`src/rtl/kara_overlap_accum_if.sv`:
```
// Handshake bundle between the half-size sub-multipliers (master side)
// and the Karatsuba overlap/recombination accumulator (slave side).
interface kara_overlap_accum_if #(
  parameter int N = 16
);
  logic             in_valid;
  logic             in_ready;
  logic [1:0]       in_tag;
  logic [N-2:0]     in_data;
  logic             out_valid;
  logic             out_ready;
  logic [2*N-2:0]   out_data;
  logic             err;

  modport master (
    output in_valid, in_tag, in_data, out_ready,
    input  in_ready, out_valid, out_data, err
  );

  modport slave (
    input  in_valid, in_tag, in_data, out_ready,
    output in_ready, out_valid, out_data, err
  );
endinterface

```
`src/rtl/kara_overlap_accum.sv`:
```
// Karatsuba overlap/recombination stage for carry-less GF(2) multiplication.
// Collects lo/mid/hi partial products (tagged, any order), then XOR-overlaps
// them at offsets 0, N/2 and N into one 2N-1 bit product.
module kara_overlap_accum #(
  parameter int N       = 16,
  parameter bit CORRECT = 1'b0
) (
  input logic                 clk,
  input logic                 rst_n,
  input logic                 clr,
  kara_overlap_accum_if.slave bus
);
  localparam int H = N / 2;
  localparam int W = N - 1;
  localparam int P = 2 * N - 1;

  typedef enum logic {
    COLLECT = 1'b0,
    OUTPUT  = 1'b1
  } state_t;

  state_t         state_reg, state_next;
  logic [2:0]     mask_reg, mask_next;
  logic [W-1:0]   lo_reg, lo_next;
  logic [W-1:0]   mid_reg, mid_next;
  logic [W-1:0]   hi_reg, hi_next;
  logic [P-1:0]   out_data_reg, out_data_next;
  logic           err_reg, err_next;

  logic [2:0]     tag_bit;
  logic           accept;
  logic [W-1:0]   lo_eff, mid_eff, hi_eff, m_eff;
  logic [P-1:0]   product;

  assign bus.in_ready  = (state_reg == COLLECT);
  assign bus.out_valid = (state_reg == OUTPUT);
  assign bus.out_data  = out_data_reg;
  assign bus.err       = err_reg;

  // Next-state, partial storage and recombination; the completing partial
  // is bypassed straight from in_data so the product is ready one cycle later.
  always_comb begin
    state_next    = state_reg;
    mask_next     = mask_reg;
    lo_next       = lo_reg;
    mid_next      = mid_reg;
    hi_next       = hi_reg;
    out_data_next = out_data_reg;
    err_next      = 1'b0;

    tag_bit = 3'b000;
    case (bus.in_tag)
      2'b00:   tag_bit = 3'b001;
      2'b01:   tag_bit = 3'b010;
      2'b10:   tag_bit = 3'b100;
      default: tag_bit = 3'b000;
    endcase

    accept  = bus.in_valid && (state_reg == COLLECT) && !clr;
    lo_eff  = (accept && tag_bit[0]) ? bus.in_data : lo_reg;
    mid_eff = (accept && tag_bit[1]) ? bus.in_data : mid_reg;
    hi_eff  = (accept && tag_bit[2]) ? bus.in_data : hi_reg;
    m_eff   = CORRECT ? (mid_eff ^ lo_eff ^ hi_eff) : mid_eff;
    product = {{N{1'b0}}, lo_eff}
            ^ ({{N{1'b0}}, m_eff} << H)
            ^ ({{N{1'b0}}, hi_eff} << N);

    if (clr) begin
      mask_next  = 3'b000;
      state_next = COLLECT;
    end else begin
      case (state_reg)
        COLLECT: begin
          if (accept) begin
            if (tag_bit == 3'b000) begin
              // Illegal tag: data discarded, mask untouched.
              err_next = 1'b1;
            end else begin
              if ((tag_bit & mask_reg) != 3'b000) err_next = 1'b1;
              lo_next   = lo_eff;
              mid_next  = mid_eff;
              hi_next   = hi_eff;
              mask_next = mask_reg | tag_bit;
              if ((mask_reg | tag_bit) == 3'b111) begin
                state_next    = OUTPUT;
                out_data_next = product;
              end
            end
          end
        end
        OUTPUT: begin
          if (bus.out_ready) begin
            mask_next  = 3'b000;
            state_next = COLLECT;
          end
        end
        default: begin
          mask_next  = 3'b000;
          state_next = COLLECT;
        end
      endcase
    end
  end

  // State and datapath registers with asynchronous active-low reset.
  always_ff @(posedge clk or negedge rst_n) begin
    if (!rst_n) begin
      state_reg    <= COLLECT;
      mask_reg     <= 3'b000;
      lo_reg       <= '0;
      mid_reg      <= '0;
      hi_reg       <= '0;
      out_data_reg <= '0;
      err_reg      <= 1'b0;
    end else begin
      state_reg    <= state_next;
      mask_reg     <= mask_next;
      lo_reg       <= lo_next;
      mid_reg      <= mid_next;
      hi_reg       <= hi_next;
      out_data_reg <= out_data_next;
      err_reg      <= err_next;
    end
  end
endmodule

```
`src/flat_wrapper.sv`:
```
// flat-port wrapper written by rule: the top's interface ports become plain ports
module kara_overlap_accum_flat 
#(
  parameter int N       = 16,
  parameter bit CORRECT = 1'b0
)
  (clk, rst_n, clr, bus_in_valid, bus_in_tag, bus_in_data, bus_out_ready, bus_in_ready, bus_out_valid, bus_out_data, bus_err);
  kara_overlap_accum_if #(.N(N)) bus_i ();
  input logic clk;
  input logic rst_n;
  input logic clr;
  input wire logic [$bits(bus_i.in_valid)-1:0] bus_in_valid;
  input wire logic [$bits(bus_i.in_tag)-1:0] bus_in_tag;
  input wire logic [$bits(bus_i.in_data)-1:0] bus_in_data;
  input wire logic [$bits(bus_i.out_ready)-1:0] bus_out_ready;
  output wire logic [$bits(bus_i.in_ready)-1:0] bus_in_ready;
  output wire logic [$bits(bus_i.out_valid)-1:0] bus_out_valid;
  output wire logic [$bits(bus_i.out_data)-1:0] bus_out_data;
  output wire logic [$bits(bus_i.err)-1:0] bus_err;
  assign bus_i.in_valid = bus_in_valid;
  assign bus_i.in_tag = bus_in_tag;
  assign bus_i.in_data = bus_in_data;
  assign bus_i.out_ready = bus_out_ready;
  assign bus_in_ready = bus_i.in_ready;
  assign bus_out_valid = bus_i.out_valid;
  assign bus_out_data = bus_i.out_data;
  assign bus_err = bus_i.err;
  kara_overlap_accum #(.N(N), .CORRECT(CORRECT)) u_core (.clk(clk), .rst_n(rst_n), .clr(clr), .bus(bus_i));
endmodule
```
`config.mk`:
```
export PLATFORM = sky130hd
export DESIGN_NAME = kara_overlap_accum_flat
export DESIGN_NICKNAME = d
export VERILOG_FILES = /design/src/rtl/kara_overlap_accum_if.sv /design/src/rtl/kara_overlap_accum.sv /design/src/flat_wrapper.sv
export SDC_FILE = /design/constraint.sdc
export NUM_CORES = 1
export LEC_CHECK = 0
export CAP_MARGIN = 20
export CORE_MARGIN = 10
export CORE_UTILIZATION = 35
export DETAILED_ROUTE_END_ITERATION = 8
export PLACE_DENSITY_LB_ADDON = 0.1
export SYNTH_ARGS = -nofsm -noshare
export SYNTH_HDL_FRONTEND = slang
export SYNTH_SLANG_ARGS = --single-unit
```
`constraint.sdc`:
```
create_clock -name clk -period 4.8 [get_ports clk]
set_clock_uncertainty 0.05 [all_clocks]
set_input_delay 0.48 -clock clk [delete_from_list [all_inputs] [get_ports clk]]
set_output_delay 0.48 -clock clk [all_outputs]
set_load 0.02 [all_outputs]
```
# After elaboration in Yosys (flattened, before gate mapping)

Cells that the tools add are included.

Muxes and demuxes: 20
Bitwise operators: 7
Equal/unequal tests: 6
Reduce and logical (&&, ||, !) cells: 12

Operator list:

| cell                                                  | number |
|---|---|
| 2-to-1 mux 15 bit                                     | 3 |
| XOR 31 bit                                            | 1 |
| XOR 15 x 23 -> 23 bit                                 | 1 |
| 2-to-1 mux 3 bit                                      | 4 |
| 2-to-1 mux 1 bit                                      | 10 |
| one-hot mux 3 bit (3 select lines)                    | 1 |
| inequality test 3 bit, second input constant          | 2 |
| one-hot mux 3 bit (2 select lines)                    | 1 |
| logical AND 1 bit                                     | 5 |
| AND reduction 5 bit                                   | 1 |
| AND reduction 4 bit                                   | 1 |
| AND 3 bit                                             | 1 |
| equality test 3 bit, second input constant            | 1 |
| logical NOT 3 bit                                     | 1 |
| inequality test 3 x 2 -> 1 bit, second input constant | 1 |
| inverter 1 bit                                        | 3 |
| OR 3 bit                                              | 1 |
| AND reduction 3 bit                                   | 1 |
| nonzero test 3 bit                                    | 1 |
| equality test 2 x 1 -> 1 bit, second input constant   | 1 |
| equality test 2 bit, second input constant            | 1 |
| logical NOT 2 bit                                     | 1 |
| one-hot mux 1 bit (2 select lines)                    | 1 |
| logical NOT 1 bit                                     | 1 |

Bits in registers: 81
Input bits: 22
Output and inout port bits: 34

# Logic depth before layout (Yosys ltp)

Gate-level depths: netlist of the first run.

Depth in word-level cells: 9
Depth in mapped cells: 8
Mapped depth without buffers: 4

# Worst setup path before layout of the first run

OpenSTA, ideal clock, no wires.

Path kind: input -> register
Start point: input port bus_in_tag[1]
End point: register u_core.out_data_reg[0] (netlist: u_core.bus.out_data[0])
Library setup time: 0.125 ns
Slack: 2.673 ns
Buffers on the path: 1
Arrival time: 1.952 ns
Cell stages on the path: 5
Required time: 4.625 ns
Cells stage by stage: buf_6 or4b_4 nor2_4 mux2_2 mux2_2

Cells in the longest elaborated chain, start to end: 6

Ends and longest elaborated chain:

| item                                                        | RTL line                  | source |
|---|---|---|
| start, declared                                             | flat_wrapper.sv:13        | `input wire logic [$bits(bus_i.in_tag)-1:0] bus_in_tag;` |
| equality test 2 bit, or another cell as far along           | kara_overlap_accum.sv:52  | `case (bus.in_tag)` |
| one-hot mux 3 bit (3 select lines) *                        | kara_overlap_accum.sv:52  |  |
| branches (longest 4 deep; another with AND reduction 5 bit) | --                        |  |
| end signal, assigned                                        | kara_overlap_accum.sv:121 | `out_data_reg <= out_data_next;` |
| end, declared                                               | kara_overlap_accum.sv:27  | `logic [P-1:0] out_data_reg, out_data_next;` |

Mark *: on every way between the ends.
A chain may end at the register's enable or synchronous reset.

# Worst setup path in the final report of the first run

Start point: input port bus_in_tag[0]
End point: register u_core.out_data_reg[28] (netlist: u_core.bus.out_data[28])

Cells in the longest elaborated chain, start to end: 5

Ends and longest elaborated chain:

| item                                                        | RTL line                 | source |
|---|---|---|
| equality test 2 bit, or another cell as far along           | kara_overlap_accum.sv:52 |  |
| one-hot mux 3 bit (3 select lines) *                        | kara_overlap_accum.sv:52 |  |
| OR 3 bit, or another cell as far along                      | kara_overlap_accum.sv:84 | `if ((mask_reg \| tag_bit) == 3'b111) begin` |
| equality test 3 bit, or another cell as far along           | kara_overlap_accum.sv:84 |  |
| AND reduction 5 bit (no line) or XOR 31 bit (tied branches) | --                       |  |

Mark *: on every way between the ends. The rest lies on a longest branch, timed or not.

==> results of run 1 <==
## routing by layer
layer | routed length, um | vias to the layer above
li1 | - | 1235
met1 | 4360 | 1325
met2 | 4170 | 53
met3 | 473 | 6
met4 | 62 | 0
met5 | 0 | -
## stage by stage
stage          total power [W]  instances  hold slack, ns
4_1_cts                0.00188        500           0.301
3_3_place_gp           0.00125        484           0.422
2_1_floorplan          0.00109        304           0.134
5_1_grt                0.00196        502           0.459
6_report               0.00186        502           0.446
3_5_place_dp           0.00126        484           0.430
## power by group
part / internal, W / leakage, nW / total [W] / switching [W]
Sequential: 0.000795 / 1.04 / 0.000839 / 0.0000437
Combinational: 0.000198 / 0.897 / 0.000400 / 0.000201
Clock: 0.000362 / 0.119 / 0.000624 / 0.000263
## worst reg2reg max path, cell delays in order, from the launching register on
cell     delay, ns
dfrtp_1       0.40
mux2i_1       0.13
o32ai_4       0.59
and2_1        0.50
buf_4         0.29
mux2_2        0.35
## worst paths after layout
check                                           to  slack [ns]  cells past startpoint
max                        u_core.bus.out_data[28]        1.88                      7
min                        u_core.bus.out_data[23]        0.45                      2
min reg2reg                       u_core.lo_reg[3]        0.45                      1
max in group asynchronous  u_core.bus.out_data[20]        3.61                      3
max reg2reg                u_core.bus.out_data[28]        2.37                      5
min in group clk                  u_core.lo_reg[3]        0.45                      1
## cell type report
class,instances,area (um^2)
sequential,81,2030
timing repair buffer,64,638
tap,136,170
fill,984,5630
clock inverter,6,114
clock buffer,10,138
inverter,3,11.3
multi-input combinational,202,1510
## logic make-up after synthesis
family,after synthesis,synth area share [%]
simple gates,75,11.9
mux,36,11.1
compound gates,91,18.3
buf+inv,21,3.25
flops,81,55.5
## cells in the final DEF, fill, tap and decap left out, types with 2 or more instances in the layout
master           netlist  layout
nor2_1                 3       3
mux2_2                35      35
nand3_1               14      14
clkbuf_8               0      10
o21a_1                 2       2
a21oi_1               14      14
clkdlybuf4s50_1        0      54
a21boi_0              14      14
bufinv_16              0       3
nand2_1               18      18
and3_1                14      14
o21ai_0                5       5
o21ai_2               10      10
clkinvlp_4             0       2
buf_4                  5       8
dfrtp_1               81      81
and2_1                 1       2
nor3_1                 2       2
a211o_1               14      14
inv_1                  3       3
o211ai_1              14      14
a31oi_1               14      14
or2_2                 14      14
==> metrics.md, run 1 <==
| Metric | Value |
|---|---|
| Core Util, Final | `45.0%` |
| DRT iter0 DRCs | `107` |
| Final hold vios | `0` |
| Post-DRT Antenna Nets | `0` |
| Half-perimeter wire length after placement | `6110 um` |
| Vias | `2619` |
| Layout Nets | `383` |
| RR Startpoint | `u_core.mask_reg[0]` |
| Grt total ovfl | `0` |
| Core Footprint | `10200 um^2` |
| Post-placement cell area | `4320 um^2` |
| Setup TNS | `0 ns` |
| Root buffer cell | `clkbuf_8` |
| Worst-path clk slew | `0.09 ns` |
| Slew @ Worst Pin | `0.682 ns` |
| Final worst slack | `1.88 ns` |
| Antenna violations before repair | `0` |
| Mapped cell area | `3650 um^2` |
| Rows | `37` |
| P&R area growth vs syn | `26.1%` |
| Worst path slowest cell | `and2_1` |
| CP most frequent cell | `buf_4` |
| Fmax | `343 MHz` |
| Register bit total from synthesis | `81` |
| Met2 GRT Util | `18.7%` |
| Fin crit period | `2.92 ns` |
| Crit path launch type | `input port` |
| Count leader, synth | `dfrtp_1` |
| Max Cap Viol | `0` |
| Area share of the largest cell type after synthesis | `55.5%` |
| Leakage power | `2.06 nW` |
| Clk Latency, worst-skew pair | `0.35 ns` |
| Synthesized area per cell | `12.0 um^2` |
| M1 GR Usage | `17.0%` |
| Finished Cell Area | `4610 um^2` |
| Most crowded layer after global routing | `met2` |
| Most used DFF post-synth | `dfrtp_1` |
| CTS tree | `done` |
| Post CTS Setup Buffer Count | `0` |
| Area leader, netlist | `dfrtp_1` |
| Number of global-route vias before repair | `2652` |
| Mapped Nets | `326` |
| WL final | `9070 um` |
| Element type at the critical path end | `flop` |
| Slew margin rel. | `54.5%` |
| EDFF count, synth | `0` |
| Ratio of cells with drive above 1 in the final layout | `24.9%` |
| Worst min-delay path category | `in -> async` |
| Status | `completed` |
| Die Height | `122 um` |
| VDD IR-drop max | `0.151 mV` |
| Htree depth | `3` |
| Inserted Clock Buffers | `9` |
| Boundary Pins | `56` |
| Pwr dens | `405 nW/um^2` |
| Met3 global-route usage | `3.33%` |
| Die width | `122 um` |
| Largest net degree at the start of global routing | `82` |
| Worst path max stage delay | `0.50 ns` |
| Synth area leaders | `dfrtp_1 55%, mux2_2 11%, a211o_1 3.4%` |
| Yosys warns | `0` |
| First-pass GRT wire length | `14700 um` |
| Synth unique cells | `37` |
| Final setup fails | `0` |
| Synth async-reset ratio | `100%` |
| CP Max Fanout | `40` |
| Top delay family on crit path | `buffers and inverters` |
| Largest register FFs | `31` |
| Initial core utilization | `35.7%` |
| Die area | `14900 um^2` |
| Crit. Startpoint | `bus_in_tag[0]` |
| Routed wire per std cell | `18.1 um` |
| Clock sinks | `81` |
| Synth cell count leaders | `81 x dfrtp_1, 35 x mux2_2, 18 x nand2_1` |
| Fin crit share | `60.7%` |
| Critical Path RT | `4.99 ns` |
| Cts repair resizes | `0` |
| Longest Clk Path Bufs | `2` |
| Syn Inst Count | `304` |
| Worst-path cell chain | `clkdlybuf4s50_1 > buf_4 > nand2b_1 > o32ai_4 > and2_1 > buf_4 > mux2_2` |
| Total GRT Usage | `12.5%` |
| Routability cong. | `0.783` |
| Drc violations | `0` |
| Sequential-to-total area share from yosys stat | `55.5%` |
| Drt first pass iters | `4` |
| Pre-CTS setup slack | `1.48 ns` |
| Hold-fix buffers at CTS | `0` |
| N_diodes | `0` |
| Port bufs | `55` |
| Final slew viol count | `0` |
| WP data arrival | `3.11 ns` |
| Buf/Inv on CP | `3` |
| Crit path kind | `in -> reg` |
| Drt via density | `5.22` |
| RSZ-0062 raised after global routing | `no` |
(Power assumes the default switching activity.)
==> inputs of run 2 (changes only) <==
==> constraint.sdc (replaced) <==
create_clock -name clk -period 3 [get_ports clk]
set_clock_uncertainty 0.05 [all_clocks]
set_input_delay 0.3 -clock clk [delete_from_list [all_inputs] [get_ports clk]]
set_output_delay 0.3 -clock clk [all_outputs]
set_load 0.02 [all_outputs]
==> metrics.md, run 2 (same netlist as run 1, synthesis figures left out) <==
| Metric | Value |
|---|---|
| Status | `completed` |
| Core Util, Final | `44.9%` |
| N_diodes | `0` |
| Post-DRT Antenna Nets | `0` |
| WL final | `9020 um` |
| Vias | `2604` |
| Grt total ovfl | `0` |
| DRT iter0 DRCs | `133` |
| Worst-path clk slew | `0.08 ns` |
| Die width | `122 um` |
| Final setup fails | `0` |
| Setup TNS | `0 ns` |
| Routed wire per std cell | `17.9 um` |
| Slew @ Worst Pin | `0.536 ns` |
| Boundary Pins | `56` |
| Fillers | `983` |
| Pre-CTS setup slack | `0.420 ns` |
| Crit path kind | `in -> reg` |
| P&R area growth vs syn | `25.7%` |
| Inserted Clock Buffers | `9` |
| Slew margin rel. | `64.2%` |
| Drt first pass iters | `5` |
| Htree depth | `3` |
| Root buffer cell | `clkbuf_8` |
| Routability cong. | `0.756` |
| Clk Latency, worst-skew pair | `0.34 ns` |
| Commonest non-fill, non-tap cell in the layout | `dfrtp_1` |
| Worst min-delay path category | `in -> async` |
| Total GRT Usage | `12.5%` |
| Leakage power | `2.05 nW` |
| Final hold vios | `0` |
| Core Footprint | `10200 um^2` |
| Die area | `14900 um^2` |
| CTS tree | `done` |
| Drc violations | `0` |
| Longest Clk Path Bufs | `2` |
| Critical Path RT | `3.18 ns` |
| Half-perimeter wire length after placement | `5960 um` |
| Fmax | `455 MHz` |
| VDD IR-drop max | `0.243 mV` |
| Worst r2r path cells | `4` |
| Antenna violations before repair | `0` |
| Total power | `0.00283 W` |
| WP data arrival | `2.38 ns` |
| Pwr dens | `618 nW/um^2` |
| Final slew viol count | `0` |
| Most frequent cells in the layout | `81 x dfrtp_1, 54 x clkdlybuf4s50_1, 35 x mux2_2, 18 x nand2_1` |
| Number of global-route vias before repair | `2698` |
| Cts repair resizes | `0` |
| Fin crit period | `2.20 ns` |
| RSZ-0062 raised after global routing | `no` |
| Max Cap Viol | `0` |
| Layout Nets | `385` |
| Clock sinks | `81` |
| Fin crit share | `73.2%` |
| First-pass GRT wire length | `14800 um` |
| Crit path launch type | `input port` |
| Ratio of cells with drive above 1 in the final layout | `24.8%` |
| Rows | `37` |
| CP Max Fanout | `8` |
| Largest net degree at the start of global routing | `82` |
| Port bufs | `55` |
| Final worst slack | `0.803 ns` |
| Drt via density | `5.18` |
| Die Height | `122 um` |
| Element type at the critical path end | `flop` |
| Largest register FFs | `31` |
| Initial core utilization | `35.7%` |
run 2: changes by cell type in the layout (fill, tap and decap cells not counted):
| cell | delta |
|---|---|
| clkbuf_8 | -1 |
| clkinv_4 | +1 |
| buf_12 | +1 |
| clkbuf_1 | +1 |
| inv_6 | -1 |
| clkinvlp_4 | -1 |
| clkinv_2 | +1 |
| bufinv_16 | -1 |
| buf_4 | +1 |
run 2: path summary, 6_finish.rpt:
| kind | startpoint | endpoint | slack, ns |
|---|---|---|---|
| worst max-delay path | bus_in_tag[1] | u_core.bus.out_data[3] | 0.80 |
| worst min-delay path | rst_n | u_core.bus.out_data[23] | 0.37 |
| worst max register to register | u_core.bus.out_valid | u_core.bus.out_data[3] | 0.86 |
| worst min register to register | u_core.hi_reg[9] | u_core.hi_reg[9] | 0.45 |
| max in group asynchronous | rst_n | u_core.bus.out_data[16] | 1.93 |
| min in group clk | u_core.hi_reg[9] | u_core.hi_reg[9] | 0.45 |
run 2: critical path: stages:
cell and delay, ns:
clkdlybuf4s50_1 0.55, or4b_4 0.62, nor2_4 0.25, mux2_2 0.38
mux2_2 0.26
run 2: cell type report:
type	count	area, um^2	area share (%)
clock buffers	10	128	2.78
inverters	3	11.3	0.245
well taps	136	170	3.71
flip-flops and latches	81	2030	44.2
repair buffers	66	666	14.5
multi-input cells	202	1510	32.8
clock inverters	5	81.3	1.77
run 2: report_power, final:
group          switching, W  internal (W)  leakage, nW
sequential        0.0000645       0.00127         1.04
clock              0.000390      0.000465        0.102
combinational      0.000324      0.000320        0.909
total              0.000778       0.00206         2.05
run 2: timing repair:
action	in CTS	in global routing
buffers inserted	0	0
hold buffers	0	1
hold endpoints to repair	0	29
run 2: metal layers:
metal  GRT usage, %  vias to the layer above  share of wire [%]
li1               -                     1241                  -
met1           16.8                     1290                 48
met2           18.9                       60                 45
met3           3.15                       13                5.6
met4           4.79                        0                1.5
met5              0                        -                  0
run 2: through the flow:
stage / cells / cell area, um^2 / hold WS, ns
floorplan: 304 / 3650 / -0.0456
global placement: 486 / 4340 / 0.424
detailed placement: 486 / 4340 / 0.432
finish: 503 / 4590 / 0.368
global route: 503 / 4590 / 0.397
CTS: 501 / 4550 / 0.125
==> inputs of run 3 (changes only) <==
==> constraint.sdc (replaced) <==
create_clock -name clk -period 2.2 [get_ports clk]
set_clock_uncertainty 0.05 [all_clocks]
set_input_delay 0.22 -clock clk [delete_from_list [all_inputs] [get_ports clk]]
set_output_delay 0.22 -clock clk [all_outputs]
set_load 0.02 [all_outputs]
==> metrics.md, run 3 (same netlist as run 1, synthesis figures left out) <==
| Metric | Value |
|---|---|
| Final hold vios | `0` |
| Top Layer Used | `met4` |
| Critical Path RT | `2.39 ns` |
| Fin crit share | `90.9%` |
| Slew margin rel. | `60.4%` |
| Post CTS Setup Buffer Count | `0` |
| Ratio of cells with drive above 1 in the final layout | `26.8%` |
| Finished Cell Area | `4660 um^2` |
| Cts repair resizes | `0` |
| Die Height | `122 um` |
| Fillers | `967` |
| Hold-fix buffers at CTS | `1` |
| CP Depth | `4` |
| Max Cap Viol | `0` |
| RSZ-0062 raised after global routing | `no` |
| Root buffer cell | `clkbuf_8` |
| Number of global-route vias before repair | `2690` |
| Fin crit period | `2.00 ns` |
| Status | `completed` |
| Worst r2r path cells | `4` |
| Layout Nets | `394` |
| Port bufs | `55` |
| Clk Latency, worst-skew pair | `0.35 ns` |
| Most frequent cells in the layout | `81 x dfrtp_1, 54 x clkdlybuf4s50_1, 35 x mux2_2, 18 x nand2_1, 17 x buf_4` |
| Worst path max stage delay | `0.54 ns` |
| Post-DRT Antenna Nets | `0` |
| DR WL met2 | `4040 um` |
| Antenna violations before repair | `0` |
| Largest net degree at the start of global routing | `42` |
| VDD IR-drop max | `0.377 mV` |
| Crit path launch type | `flop` |
| Wl on met1 | `4510 um` |
| Worst hold slack | `0.354 ns` |
| Final setup fails | `0` |
| Drc violations | `0` |
| Pwr dens | `826 nW/um^2` |
| Htree depth | `3` |
| Core Footprint | `10200 um^2` |
| Element type at the critical path end | `flop` |
| P&R area growth vs syn | `27.5%` |
| First-pass GRT wire length | `14900 um` |
| Drt first pass iters | `4` |
| Boundary Pins | `56` |
| Met3 wire len | `448 um` |
| Grt total ovfl | `0` |
| Leakage power | `2.09 nW` |
| Vias | `2657` |
| CP most frequent cell | `mux2_2` |
| Slew @ Worst Pin | `0.594 ns` |
| Crit path kind | `reg -> reg` |
| Rows | `37` |
| CTS tree | `done` |
| Initial core utilization | `35.7%` |
| Routed wire per std cell | `17.9 um` |
| Commonest non-fill, non-tap cell in the layout | `dfrtp_1` |
| Drt via density | `5.18` |
| Longest Clk Path Bufs | `2` |
| Final slew viol count | `0` |
| Inserted Clock Buffers | `9` |
| Clock sinks | `81` |
| Top delay family on crit path | `simple AND/OR/NAND/NOR gates` |
| Worst path slowest cell | `or4b_4` |
| N_diodes | `0` |
| WP data arrival | `2.19 ns` |
| Fmax | `500 MHz` |
| Worst-path cell chain | `or4b_4 > nor2_4 > mux2_2 > mux2_2` |
| Total GRT Usage | `12.7%` |
| Die width | `122 um` |
| Buf/Inv on CP | `0` |
| Worst min-delay path category | `in -> async` |
| Worst-path clk slew | `0.09 ns` |
| DRT iter0 DRCs | `113` |
| Half-perimeter wire length after placement | `6170 um` |
| CP Max Fanout | `8` |
| WL final | `9160 um` |
| Routability cong. | `0.793` |
| Setup TNS | `0 ns` |
| Die area | `14900 um^2` |
| Post-placement cell area | `4440 um^2` |
| Largest register FFs | `31` |
[run 3: changes by cell type in the layout (fill, tap and decap cells not counted)]
cell        delta
buf_4          +8
clkinvlp_4     +1
buf_12         +2
inv_6          +1
buf_16         -1
bufinv_16      -1
clkinv_2       -1
clkbuf_8       +1
[run 3: stage by stage]
| stage | util, % | std cells | total power [W] | setup WS [ns] |
|---|---|---|---|---|
| 5_1_grt | 45.5 | 513 | 0.00405 | 0.135 |
| 6_report | 45.5 | 513 | 0.00385 | 0.199 |
| 3_3_place_gp | 43.4 | 496 | 0.00274 | -0.130 |
| 3_5_place_dp | 43.4 | 496 | 0.00275 | -0.136 |
| 4_1_cts | 45.5 | 513 | 0.00388 | 0.195 |
| 2_1_floorplan | - | 304 | 0.00238 | 0.136 |
[run 3: metal layers]
| metal | up-vias | track usage [%] |
|---|---|---|
| li1 | 1264 | - |
| met1 | 1325 | 17.4 |
| met2 | 55 | 18.8 |
| met3 | 13 | 3.33 |
| met4 | 0 | 4.93 |
| met5 | - | 0 |
[run 3: path summary, 6_finish.rpt]
kind                                       from  slack [ns]                 endpoint
max reg2reg                u_core.bus.out_valid        0.20   u_core.bus.out_data[2]
max                        u_core.bus.out_valid        0.20   u_core.bus.out_data[2]
max in group asynchronous                 rst_n        1.09         u_core.hi_reg[1]
min                                       rst_n        0.35  u_core.bus.out_data[23]
min in group clk               u_core.hi_reg[9]        0.45         u_core.hi_reg[9]
min reg2reg                    u_core.hi_reg[9]        0.45         u_core.hi_reg[9]
[run 3: cell type report]
class                   count  area, um^2  share of cell area [%]
flip-flops and latches     81        2030                    43.5
clock inverters             5        62.6                    1.34
inverters                   3        11.3                   0.242
repair buffers             75         738                    15.8
multi-input cells         202        1510                    32.4
well taps                 136         170                    3.65
clock buffers              11         141                    3.04
[run 3: power breakdown]
part	switching [W]	internal, W
logic	0.000441	0.000449
clock network	0.000571	0.000562
registers	0.0000901	0.00173
